$ cat src/rtl/usc_rv_pkg.sv
// usc_rv_pkg: shared info-field layout, issue bundle type and divider states for the issue controller.
package usc_rv_pkg;
  localparam int USC_RV_INFO_W = 10;
  localparam int INFO_INVALID  = 9;
  localparam int INFO_EXEC     = 8;
  localparam int INFO_LSU      = 7;
  localparam int INFO_BRANCH   = 6;
  localparam int INFO_MUL      = 5;
  localparam int INFO_DIV      = 4;
  localparam int INFO_CSR      = 3;
  localparam int INFO_RDV      = 2;
  localparam int INFO_FPAGE    = 1;
  localparam int INFO_FFETCH   = 0;
  // invalid | mul | div | csr | fault_page | fault_fetch: any of these keeps a pair from dual issue
  localparam logic [USC_RV_INFO_W-1:0] INFO_NODUAL_M = 10'b10_0011_1011;
  typedef struct packed {
    logic                     vld;
    logic [31:0]              instr;
    logic [31:0]              pc;
    logic [USC_RV_INFO_W-1:0] info;
  } iss_bundle_t;
  typedef enum logic [0:0] {DIV_IDLE = 1'b0, DIV_BUSY = 1'b1} div_state_e;
endpackage

$ cat src/rtl/usc_rv_issue_ctrl_if.sv
// usc_rv_issue_ctrl_if: fetch-queue, writeback-clear and issue-bundle signals of the issue controller.
interface usc_rv_issue_ctrl_if;
  import usc_rv_pkg::*;
  logic                     flush_i, stall_i;
  logic                     slot0_vld_i, slot1_vld_i;
  logic [31:0]              slot0_instr_i, slot1_instr_i, slot0_pc_i, slot1_pc_i;
  logic [USC_RV_INFO_W-1:0] slot0_info_i, slot1_info_i;
  logic                     slot0_pop_o, slot1_pop_o;
  logic                     wb_clr_vld_i;
  logic [4:0]               wb_clr_rd_i;
  logic                     iss0_vld_o, iss1_vld_o;
  logic [31:0]              iss0_instr_o, iss1_instr_o, iss0_pc_o, iss1_pc_o;
  logic [USC_RV_INFO_W-1:0] iss0_info_o, iss1_info_o;
  logic                     div_busy_o;
  modport slave (
    input  flush_i, stall_i, slot0_vld_i, slot1_vld_i, slot0_instr_i, slot1_instr_i,
           slot0_pc_i, slot1_pc_i, slot0_info_i, slot1_info_i, wb_clr_vld_i, wb_clr_rd_i,
    output slot0_pop_o, slot1_pop_o, iss0_vld_o, iss1_vld_o, iss0_instr_o, iss1_instr_o,
           iss0_pc_o, iss1_pc_o, iss0_info_o, iss1_info_o, div_busy_o
  );
  modport master (
    output flush_i, stall_i, slot0_vld_i, slot1_vld_i, slot0_instr_i, slot1_instr_i,
           slot0_pc_i, slot1_pc_i, slot0_info_i, slot1_info_i, wb_clr_vld_i, wb_clr_rd_i,
    input  slot0_pop_o, slot1_pop_o, iss0_vld_o, iss1_vld_o, iss0_instr_o, iss1_instr_o,
           iss0_pc_o, iss1_pc_o, iss0_info_o, iss1_info_o, div_busy_o
  );
endinterface

$ cat src/rtl/usc_rv_scoreboard.sv
// usc_rv_scoreboard: pending-register mask; set wins over a same-cycle clear, x0 never pending.
module usc_rv_scoreboard (
  input  logic            clk_i,
  input  logic            rstn_i,
  input  logic [1:0]      set_vld_i,
  input  logic [1:0][4:0] set_rd_i,
  input  logic            clr_vld_i,
  input  logic [4:0]      clr_rd_i,
  input  logic [5:0][4:0] qry_rd_i,
  output logic [5:0]      qry_hit_o
);
  logic [31:0] pend_q, pend_d, set_m, clr_m;
  always_comb begin
    set_m = '0;
    clr_m = '0;
    for (int k = 0; k < 2; k++) if (set_vld_i[k]) set_m[set_rd_i[k]] = 1'b1;
    if (clr_vld_i) clr_m[clr_rd_i] = 1'b1;
    pend_d = ((pend_q & ~clr_m) | set_m) & ~32'd1;
    for (int k = 0; k < 6; k++) qry_hit_o[k] = pend_q[qry_rd_i[k]];
  end
  always_ff @(posedge clk_i or negedge rstn_i)
    if (!rstn_i) pend_q <= '0;
    else pend_q <= pend_d;
endmodule

$ cat src/rtl/usc_rv_issue_ctrl.sv
// usc_rv_issue_ctrl: in-order issue of fetch-queue slot0 (+slot1) with scoreboard and divider occupancy.
// Dual issue is built only when USC_RV_DUAL_ISSUE_EN is defined; otherwise slot1 never pops.
module usc_rv_issue_ctrl
  import usc_rv_pkg::*;
#(
  parameter int SUPPORT_MULDIV = 1,
  parameter int DIV_LAT        = 34
) (
  input logic                clk_i,
  input logic                rstn_i,
  usc_rv_issue_ctrl_if.slave bus
);
`ifdef USC_RV_DUAL_ISSUE_EN
  localparam bit DUAL_EN = 1'b1;
`else
  localparam bit DUAL_EN = 1'b0;
`endif
  localparam bit MD = SUPPORT_MULDIV != 0;
  localparam logic [0:0] ST_IDLE = DIV_IDLE;
  localparam logic [0:0] ST_BUSY = DIV_BUSY;
  logic [USC_RV_INFO_W-1:0] inf0, inf1, inf0_iss;
  logic [4:0]               rd0, rd1;
  logic [5:0][4:0]          qry;
  logic [5:0]               hit;
  logic [1:0]               set_vld;
  logic                     div_busy, raw, dual_ok, pop0, pop1;
  iss_bundle_t              iss0_q, iss0_d, iss1_q, iss1_d;
  assign inf0 = bus.slot0_info_i;
  assign inf1 = bus.slot1_info_i;
  assign rd0  = bus.slot0_instr_i[11:7];
  assign rd1  = bus.slot1_instr_i[11:7];
  assign qry  = {rd1, bus.slot1_instr_i[24:20], bus.slot1_instr_i[19:15],
                 rd0, bus.slot0_instr_i[24:20], bus.slot0_instr_i[19:15]};
  assign raw  = inf0[INFO_RDV] && rd0 != 5'd0 && (rd0 == qry[3] || rd0 == qry[4] || rd0 == rd1);
  assign pop0 = bus.slot0_vld_i && !bus.flush_i && !bus.stall_i && !(|hit[2:0]) &&
                !(MD && inf0[INFO_DIV] && div_busy);
  assign dual_ok = bus.slot1_vld_i && !(|(inf0 & INFO_NODUAL_M)) && !(|(inf1 & INFO_NODUAL_M)) &&
                   !inf0[INFO_BRANCH] && !(inf0[INFO_LSU] && inf1[INFO_LSU]) && !raw && !(|hit[5:3]);
  assign pop1 = DUAL_EN && pop0 && dual_ok;
  assign bus.slot0_pop_o = rstn_i && pop0;
  assign bus.slot1_pop_o = rstn_i && pop1;
  assign set_vld[0] = pop0 && inf0[INFO_RDV] && (inf0[INFO_LSU] || (MD && inf0[INFO_DIV]));
  assign set_vld[1] = pop1 && inf1[INFO_RDV] && (inf1[INFO_LSU] || (MD && inf1[INFO_DIV]));
  usc_rv_scoreboard u_sb (
    .clk_i     (clk_i),
    .rstn_i    (rstn_i),
    .set_vld_i (set_vld),
    .set_rd_i  ({rd1, rd0}),
    .clr_vld_i (bus.wb_clr_vld_i),
    .clr_rd_i  (bus.wb_clr_rd_i),
    .qry_rd_i  (qry),
    .qry_hit_o (hit)
  );
  always_comb begin
    inf0_iss = inf0;
    inf0_iss[INFO_INVALID] = inf0[INFO_INVALID] || (!MD && (inf0[INFO_MUL] || inf0[INFO_DIV]));
    iss0_d = iss0_q;
    iss1_d = iss1_q;
    if (bus.flush_i) begin
      iss0_d.vld = 1'b0;
      iss1_d.vld = 1'b0;
    end else if (!bus.stall_i) begin
      iss0_d.vld = 1'b0;
      iss1_d.vld = 1'b0;
      if (pop0) iss0_d = '{vld: 1'b1, instr: bus.slot0_instr_i, pc: bus.slot0_pc_i, info: inf0_iss};
      if (pop1) iss1_d = '{vld: 1'b1, instr: bus.slot1_instr_i, pc: bus.slot1_pc_i, info: inf1};
    end
  end
  always_ff @(posedge clk_i or negedge rstn_i)
    if (!rstn_i) begin
      iss0_q <= '0;
      iss1_q <= '0;
    end else begin
      iss0_q <= iss0_d;
      iss1_q <= iss1_d;
    end
  assign bus.iss0_vld_o   = iss0_q.vld;
  assign bus.iss0_instr_o = iss0_q.instr;
  assign bus.iss0_pc_o    = iss0_q.pc;
  assign bus.iss0_info_o  = iss0_q.info;
  assign bus.iss1_vld_o   = iss1_q.vld;
  assign bus.iss1_instr_o = iss1_q.instr;
  assign bus.iss1_pc_o    = iss1_q.pc;
  assign bus.iss1_info_o  = iss1_q.info;
  assign bus.div_busy_o   = div_busy;
  if (MD) begin : g_div
    logic [0:0] st_q, st_d;
    logic [5:0] cnt_q, cnt_d;
    // counter runs DIV_LAT-1 down to 0 while busy, giving DIV_LAT busy cycles
    always_comb begin
      st_d  = st_q;
      cnt_d = cnt_q;
      if (st_q == ST_IDLE) begin
        if (pop0 && inf0[INFO_DIV]) begin
          st_d  = ST_BUSY;
          cnt_d = 6'(DIV_LAT - 1);
        end
      end else begin
        st_d  = cnt_q == 6'd0 ? ST_IDLE : ST_BUSY;
        cnt_d = cnt_q == 6'd0 ? cnt_q : cnt_q - 6'd1;
      end
    end
    always_ff @(posedge clk_i or negedge rstn_i)
      if (!rstn_i) begin
        st_q  <= ST_IDLE;
        cnt_q <= '0;
      end else begin
        st_q  <= st_d;
        cnt_q <= cnt_d;
      end
    assign div_busy = st_q == ST_BUSY;
  end else begin : g_nodiv
    assign div_busy = 1'b0;
  end
endmodule

$ cat src/flat_wrapper.sv
// flat-port wrapper written by rule: the top's interface ports become plain ports
module usc_rv_issue_ctrl_flat import usc_rv_pkg::*;
#(
  parameter int SUPPORT_MULDIV = 1,
  parameter int DIV_LAT        = 34
)
  (clk_i, rstn_i, bus_flush_i, bus_stall_i, bus_slot0_vld_i, bus_slot1_vld_i, bus_slot0_instr_i, bus_slot1_instr_i, bus_slot0_pc_i, bus_slot1_pc_i, bus_slot0_info_i, bus_slot1_info_i, bus_wb_clr_vld_i, bus_wb_clr_rd_i, bus_slot0_pop_o, bus_slot1_pop_o, bus_iss0_vld_o, bus_iss1_vld_o, bus_iss0_instr_o, bus_iss1_instr_o, bus_iss0_pc_o, bus_iss1_pc_o, bus_iss0_info_o, bus_iss1_info_o, bus_div_busy_o);
  usc_rv_issue_ctrl_if bus_i ();
  input logic clk_i;
  input logic rstn_i;
  input wire logic [$bits(bus_i.flush_i)-1:0] bus_flush_i;
  input wire logic [$bits(bus_i.stall_i)-1:0] bus_stall_i;
  input wire logic [$bits(bus_i.slot0_vld_i)-1:0] bus_slot0_vld_i;
  input wire logic [$bits(bus_i.slot1_vld_i)-1:0] bus_slot1_vld_i;
  input wire logic [$bits(bus_i.slot0_instr_i)-1:0] bus_slot0_instr_i;
  input wire logic [$bits(bus_i.slot1_instr_i)-1:0] bus_slot1_instr_i;
  input wire logic [$bits(bus_i.slot0_pc_i)-1:0] bus_slot0_pc_i;
  input wire logic [$bits(bus_i.slot1_pc_i)-1:0] bus_slot1_pc_i;
  input wire logic [$bits(bus_i.slot0_info_i)-1:0] bus_slot0_info_i;
  input wire logic [$bits(bus_i.slot1_info_i)-1:0] bus_slot1_info_i;
  input wire logic [$bits(bus_i.wb_clr_vld_i)-1:0] bus_wb_clr_vld_i;
  input wire logic [$bits(bus_i.wb_clr_rd_i)-1:0] bus_wb_clr_rd_i;
  output wire logic [$bits(bus_i.slot0_pop_o)-1:0] bus_slot0_pop_o;
  output wire logic [$bits(bus_i.slot1_pop_o)-1:0] bus_slot1_pop_o;
  output wire logic [$bits(bus_i.iss0_vld_o)-1:0] bus_iss0_vld_o;
  output wire logic [$bits(bus_i.iss1_vld_o)-1:0] bus_iss1_vld_o;
  output wire logic [$bits(bus_i.iss0_instr_o)-1:0] bus_iss0_instr_o;
  output wire logic [$bits(bus_i.iss1_instr_o)-1:0] bus_iss1_instr_o;
  output wire logic [$bits(bus_i.iss0_pc_o)-1:0] bus_iss0_pc_o;
  output wire logic [$bits(bus_i.iss1_pc_o)-1:0] bus_iss1_pc_o;
  output wire logic [$bits(bus_i.iss0_info_o)-1:0] bus_iss0_info_o;
  output wire logic [$bits(bus_i.iss1_info_o)-1:0] bus_iss1_info_o;
  output wire logic [$bits(bus_i.div_busy_o)-1:0] bus_div_busy_o;
  assign bus_i.flush_i = bus_flush_i;
  assign bus_i.stall_i = bus_stall_i;
  assign bus_i.slot0_vld_i = bus_slot0_vld_i;
  assign bus_i.slot1_vld_i = bus_slot1_vld_i;
  assign bus_i.slot0_instr_i = bus_slot0_instr_i;
  assign bus_i.slot1_instr_i = bus_slot1_instr_i;
  assign bus_i.slot0_pc_i = bus_slot0_pc_i;
  assign bus_i.slot1_pc_i = bus_slot1_pc_i;
  assign bus_i.slot0_info_i = bus_slot0_info_i;
  assign bus_i.slot1_info_i = bus_slot1_info_i;
  assign bus_i.wb_clr_vld_i = bus_wb_clr_vld_i;
  assign bus_i.wb_clr_rd_i = bus_wb_clr_rd_i;
  assign bus_slot0_pop_o = bus_i.slot0_pop_o;
  assign bus_slot1_pop_o = bus_i.slot1_pop_o;
  assign bus_iss0_vld_o = bus_i.iss0_vld_o;
  assign bus_iss1_vld_o = bus_i.iss1_vld_o;
  assign bus_iss0_instr_o = bus_i.iss0_instr_o;
  assign bus_iss1_instr_o = bus_i.iss1_instr_o;
  assign bus_iss0_pc_o = bus_i.iss0_pc_o;
  assign bus_iss1_pc_o = bus_i.iss1_pc_o;
  assign bus_iss0_info_o = bus_i.iss0_info_o;
  assign bus_iss1_info_o = bus_i.iss1_info_o;
  assign bus_div_busy_o = bus_i.div_busy_o;
  usc_rv_issue_ctrl #(.SUPPORT_MULDIV(SUPPORT_MULDIV), .DIV_LAT(DIV_LAT)) u_core (.clk_i(clk_i), .rstn_i(rstn_i), .bus(bus_i));
endmodule
$ cat config.mk
export PLATFORM = sky130hd
export DESIGN_NAME = usc_rv_issue_ctrl_flat
export DESIGN_NICKNAME = d
export VERILOG_FILES = /design/src/rtl/usc_rv_pkg.sv /design/src/rtl/usc_rv_issue_ctrl_if.sv /design/src/rtl/usc_rv_scoreboard.sv /design/src/rtl/usc_rv_issue_ctrl.sv /design/src/flat_wrapper.sv
export SDC_FILE = /design/constraint.sdc
export NUM_CORES = 1
export LEC_CHECK = 0
export ABC_AREA = 1
export BUFFER_PORTS_ARGS = -buffer_cell sky130_fd_sc_hd__buf_4
export CAP_MARGIN = 10
export CORE_MARGIN = 4
export CORE_UTILIZATION = 51
export DETAILED_ROUTE_END_ITERATION = 12
export GPL_TIMING_DRIVEN = 0
export PLACE_DENSITY = 0.87
export SLEW_MARGIN = 10
export SYNTH_ARGS = -nofsm -noshare
export SYNTH_HDL_FRONTEND = slang
export SYNTH_SLANG_ARGS = --single-unit
$ cat constraint.sdc
create_clock -name clk_i -period 3 [get_ports clk_i]
set_input_delay 0.15 -clock clk_i [delete_from_list [all_inputs] [get_ports clk_i]]
set_output_delay 0.15 -clock clk_i [all_outputs]
set_load 0.02 [all_outputs]
==> flow_summary.yaml, run 1 <==
outcome:
  status: "completed"
clock_tree:
  clkTransAtPathRegs_ns: 0.06
  cts_sinks: 113
  cts_buffer_depth: 2
  htreeDepth: 4
  post_cts_buffers: 0
  cts_buffers: 17
  postCtsResizedCells: 0
  clock_latency_ns: 0.43
  cts_tree: "done"
  root_buffer: "clkbuf_16"
critical_path:
  cp-start-kind: "flop"
  cp.depth: 11
  crit_fanout: 10
  crit_family: "simple AND/OR/NAND/NOR gates"
  reg2reg_to: "u_core.bus.iss0_pc_o[27]"
  arrival_ns: 2.62
  critical_path_class: "reg -> out"
  max_stage_delay_ns: 0.43
  rr_startpoint: "u_core.bus.div_busy_o"
  critPathCaptureType: "output pin"
  regToRegSetupSlack_ns: 0.67
  cp_cell_sequence: "a211oi_1, nand2_1, nor2_1, nand3_1, inv_2, nand2_2, nor2_8, inv_2, buf_2, nor2_1, buf_4"
  slowest_stage: "dfrtp_1"
  cp.required_ns: 2.85
  critPathBufInv: 4
  reg2reg_depth: 11
global_routing:
  grt.total_usage_pct: 31.5
  grt-ovfl-total: 0
  antenna_found_initial: 0
  grt_pass1_wl_um: 35800
  grt_pass1_vias: 6849
  grt_max_degree: 81
yosys:
  yosysWarnings: 0
  synthFlopType: "dfrtp_1"
  synth.avg_cell_area_um2: 7.16
  synth-edff-count: 0
  synth_seq_area_share_pct: 43.8
  synth_seq_cells: 113
  synth_most_common_cell: "nand2_1"
  synth.distinct_cells: 28
  synth_cells: 902
  synth_area_leaders: "dfrtp_1 (44%), nand2_1 (22%), buf_4 (9.2%)"
  synth.top_cells.by_count: "nand2_1 (386), dfrtp_1 (113), buf_4 (79)"
  synth_top_area_share_pct: 43.8
  synthesis.area_um2: 6460
  yosysTopAreaCell: "dfrtp_1"
  async_flop_share_pct: 100
placed_design:
  dp_slack_ns: 0.767
  hpwl_um: 15200
  place_congestion: 0.992
  placedCellCount: 1303
  port_buffers: 157
  placed_cell_area_um2: 8160
power_and_ir_drop:
  p_leak_nw: 5.24
  combinationalPowerShare_pct: 33.9
  finalPower_mw: 6.34
  p_sw_mw: 2.36
  sw_frac_of_total_pct: 37.2
  seq_power_share_pct: 34.6
  ir_drop_mv: 0.468
  p_per_area_nw_per_um2: 680
  power.share.clock_pct: 31.5
  p_int_mw: 3.98
die:
  num_io_pins: 313
  initial_core_util_pct: 52.9
  core_region_area_um2: 12200
  die_h_um: 121
  fp-row-count: 40
  dieWidth_um: 121
  die-area_um2: 14500
finish:
  nNetsFinal: 1375
  drive_above_1_share_pct: 25.0
  areaGrowthSynthToFinish_pct: 44.4
  multi_input_area_um2: 2920
  fillers: 821
  final_util_pct: 76.3
  regArea_um2: 2830
  stdcell_area_um2: 9320
  fin_cells: 1395
routing:
  ant_nets: 0
  via_count: 7231
  dr.pass1.iters: 6
  viasPerCell: 5.18
  drc: 0
  wire_per_inst_um: 16.9
  totalWireLength_um: 23600
  drt-initial-drc-count: 974
min_path:
  hold_path_class: "in -> reg"
  whs_path_depth: 4
  holdPathEnd: "u_core.bus.iss0_vld_o"
  hp-start: "bus_flush_i"
timing:
  hold_violations: 0
  clock_skew_ns: 0.0167
  fmax_mhz: 361
  timing.final.ws_setup_ns: 0.229
  rsz0062_at_grt: "false"
  setup-tns-final_ns: 0
  drv_slew: 0
  setup_violations: 0
  layout_worst_path_cycle_share_pct: 92.4
  finalHoldWorstSlack_ns: 0.000156
  period_needed_ns: 2.77
job:
  cap_violations: 0
[repair_timing]
action                                  in CTS  in global routing
endpoints found under the setup margin       0                  0
hold endpoints to repair                    92                  0
hold buffers                                59                  0
[state kept, by name (all words and copies together), names as in the netlist]
register and cells:
u_core.u_sb.pend_q 31, u_core.g_div.cnt_q 6, u_core.bus.iss0_instr_o 32, u_core.bus.iss0_pc_o 32, u_core.bus.div_busy_o 1, u_core.bus.iss0_info_o 10
u_core.bus.iss0_vld_o 1
[tightest hold or removal path: stages]
cell	delay (ns)
buf_4	0.08
inv_1	0.05
nand3_1	0.06
nand2_1	0.05
[layer usage]
metal	vias to the layer above	track usage (%)	part of all wire, %
met5	-	0	0
met4	0	18.3	6.0
met3	111	6.83	9.5
met2	494	52.8	49
met1	3294	37.2	35
li1	3332	-	-
[power by group through the flow]
stage	clock, mW	combinational [mW]	sequential (mW)
3_5_place_dp	0	2.01	2.16
4_1_cts	1.96	2.09	2.15
6_report	2.00	2.15	2.19
2_1_floorplan	0	0.708	2.55
3_3_place_gp	0	1.98	2.14
5_1_grt	2.07	2.30	2.23
[layout by cell type (no fill, tap or decap), drive strengths merged]
cell	instances
nor3	10
clkinvlp	3
buf	270
o21ai	54
ha	2
a21oi	5
bufinv	2
clkinv	7
diode	1
inv	60
a211oi	1
conb	76
o211ai	1
nand2	388
nor2	48
clkbuf	20
dlygate4sd3	59
a31oi	1
nand3	69
dfrtp	113
or2	5
nand4	32
[layout make-up]
cell class / count / share of cell area (%)
Antenna cell: 1 / 0.0268
Buffer: 113 / 8.23
Clock buffer: 19 / 4.64
Clock inverter: 13 / 1.48
Inverter: 59 / 2.40
Multi-Input combinational cell: 692 / 31.3
Sequential cell: 113 / 30.3
Tap cell: 168 / 2.26
Timing Repair Buffer: 217 / 19.3
[cell families (layout without fill, tap and decap cells)]
family          count (synthesis)  count (layout)  share of synthesized area (%)
simple gates                  552             552                           35.5
compound gates                 62              62                           4.90
other cells                     1              77                         0.0581
fa+ha+maj                       2               2                          0.388
buf+inv                       172             421                           15.3
flops                         113             113                           43.8
[how the worst max path moves through the flow]
stage / slack, ns / end / from
2_1_floorplan: 1.12 / bus_slot0_pop_o / u_core.bus.div_busy_o
3_3_place_gp: 0.76 / bus_slot0_pop_o / u_core.bus.div_busy_o
3_5_place_dp: 0.77 / bus_slot0_pop_o / bus_slot0_instr_i[15]
4_1_cts: 0.33 / bus_slot0_pop_o / u_core.bus.div_busy_o
5_1_grt: 0.13 / bus_slot0_pop_o / u_core.bus.div_busy_o
6_report: 0.23 / bus_slot0_pop_o / u_core.bus.div_busy_o
Power figures use the tool's default switching activity.
==> inputs of run 2 (changes only) <==
--- a/config.mk
+++ b/config.mk
@@ -9,11 +9,13 @@
 export BUFFER_PORTS_ARGS = -buffer_cell sky130_fd_sc_hd__buf_4
 export CAP_MARGIN = 10
 export CORE_MARGIN = 4
-export CORE_UTILIZATION = 51
+export CORE_UTILIZATION = 53
 export DETAILED_ROUTE_END_ITERATION = 12
 export GPL_TIMING_DRIVEN = 0
+export MAX_ROUTING_LAYER = met4
 export PLACE_DENSITY = 0.87
 export SLEW_MARGIN = 10
 export SYNTH_ARGS = -nofsm -noshare
 export SYNTH_HDL_FRONTEND = slang
+export SYNTH_HIERARCHICAL = 1
 export SYNTH_SLANG_ARGS = --single-unit
==> flow_summary.yaml, run 2 <==
outcome:
  status: "completed"
clock_tree:
  cts_tree: "done"
  clkTransAtPathRegs_ns: 0.05
  cts_sinks: 113
  root_buffer: "clkbuf_16"
  cts_buffer_depth: 2
  htreeDepth: 4
  post_cts_buffers: 0
  cts_buffers: 17
  clock_latency_ns: 0.42
placed_design:
  port_buffers: 166
  hpwl_um: 15100
  place_congestion: 0.946
timing:
  period_needed_ns: 2.88
  finalHoldWorstSlack_ns: 0.0216
  worst_pin_slew_ns: 1.06
  fmax_mhz: 348
  setup_violations: 0
  clock_skew_ns: 0.00992
  max_slew_margin_pct: 29.4
  drv_slew: 0
  layout_worst_path_cycle_share_pct: 95.9
  hold_violations: 0
  rsz0062_at_grt: "false"
die:
  die-area_um2: 14100
  fp-row-count: 40
  num_io_pins: 313
  core_region_area_um2: 12000
  initial_core_util_pct: 54.3
  dieWidth_um: 119
  die_h_um: 119
critical_path:
  crit_start: "u_core/u_sb/pend_q[5]"
  crit_fanout: 10
  critPathCaptureType: "flop"
  arrival_ns: 3.22
  rr_startpoint: "u_core/u_sb/pend_q[5]"
  cp-start-kind: "flop"
  critical_path_class: "reg -> reg"
  cp.required_ns: 3.35
  reg2reg_depth: 19
  regToRegSetupSlack_ns: 0.12
  reg2reg_to: "u_core/u_sb/pend_q[31]"
global_routing:
  grt-ovfl-total: 0
  grt.total_usage_pct: 35.8
  grt_pass1_vias: 7309
  grt_max_degree: 115
  antenna_found_initial: 1
  grt_pass1_wl_um: 38700
routing:
  via_count: 7441
  ant_nets: 0
  wire_per_inst_um: 18.1
  viasPerCell: 5.35
  drc: 0
  drt-initial-drc-count: 826
  totalWireLength_um: 25200
  dr.pass1.iters: 8
power_and_ir_drop:
  finalPower_mw: 7.51
  p_per_area_nw_per_um2: 787
  p_leak_nw: 5.27
  ir_drop_mv: 0.630
min_path:
  hp-start: "bus_slot0_instr_i[22]"
  holdPathEnd: "u_core/bus.iss0_instr_o[22]"
  hold_path_class: "in -> reg"
  whs_path_depth: 3
yosys:
  synthesis.area_um2: 6520
  synth.avg_cell_area_um2: 7.23
  synth_cells: 902
  yosysWarnings: 6
job:
  cap_violations: 0
finish:
  nNetsFinal: 1396
  final_cell_mix: "nand2_1 (428), buf_4 (241), nand3_1 (130)"
  areaGrowthSynthToFinish_pct: 46.4
  drive_above_1_share_pct: 25.6
  final_util_pct: 79.5
  final_common_cell: "nand2_1"
==> run 2: worst max-delay path, stage by stage, from the launching register on <==
cell,delay (ns)
dfrtp_1,0.39
inv_1,0.11
nand2_1,0.06
nand3_1,0.08
nand3_1,0.08
nand3_1,0.09
nand2_1,0.08
nand2_1,0.06
nand2_1,0.06
inv_1,0.10
nand2_1,0.09
nor2_2,0.19
nand2_4,0.13
inv_4,0.15
nand2_1,0.14
nor2_2,0.19
inv_2,0.13
nor3_4,0.40
nand2_1,0.15
nand3_1,0.12
==> run 2: repair_timing <==
action,in CTS,in global routing
gates resized for setup,1,5
pin swaps,0,0
hold buffers,71,0
endpoints found under the setup margin,7,31
endpoints found under the hold margin,182,0
==> run 2: final cells by class <==
cell class              count  area (um2)
repair buffers            237        1960
multi-input cells         711        3000
well taps                 147         184
fillers                   739        2460
plain buffers             103         801
clock inverters             6        82.6
inverters                  51         209
flip-flops and latches    113        2830
diodes                      1        2.50
clock buffers              23         478
==> run 2: stage by stage <==
step	cells	worst slack, ns	cell area, um2	setup TNS, ns
final	1392	0.124	9550	0
after CTS	1391	0.138	9520	0
after floorplan	978	0.897	6810	0
after detailed placement	1291	-0.145	8240	-0.955
after global placement	1291	-0.151	8240	-0.900
after global routing	1392	0.0406	9550	0
==> run 2: per-layer routing <==
layer / global-route usage, % / up-vias / share of wire, %
met1: 40.5 / 3418 / 35
met3: 7.55 / 128 / 9.5
met4: 20.1 / 0 / 6.2
li1: - / 3362 / -
met2: 59.0 / 533 / 49
met5: - / - / 0
==> run 2: worst max-delay path by stage <==
stage,cells after the start,end,slack (ns)
after floorplan,22,u_core/u_sb/pend_q[12],0.90
after global placement,21,u_core/u_sb/pend_q[8],-0.15
after detailed placement,21,u_core/u_sb/pend_q[8],-0.15
after CTS,19,u_core/u_sb/pend_q[10],0.14
after global routing,19,u_core/u_sb/pend_q[21],0.04
final,19,u_core/u_sb/pend_q[31],0.12
==> run 2: power breakdown <==
group | internal [mW] | switching [mW] | total (mW)
Combinational | 1.18 | 1.77 | 2.94
Clock | 1.27 | 0.697 | 1.96
Sequential | 2.10 | 0.503 | 2.61
Total | 4.55 | 2.96 | 7.51
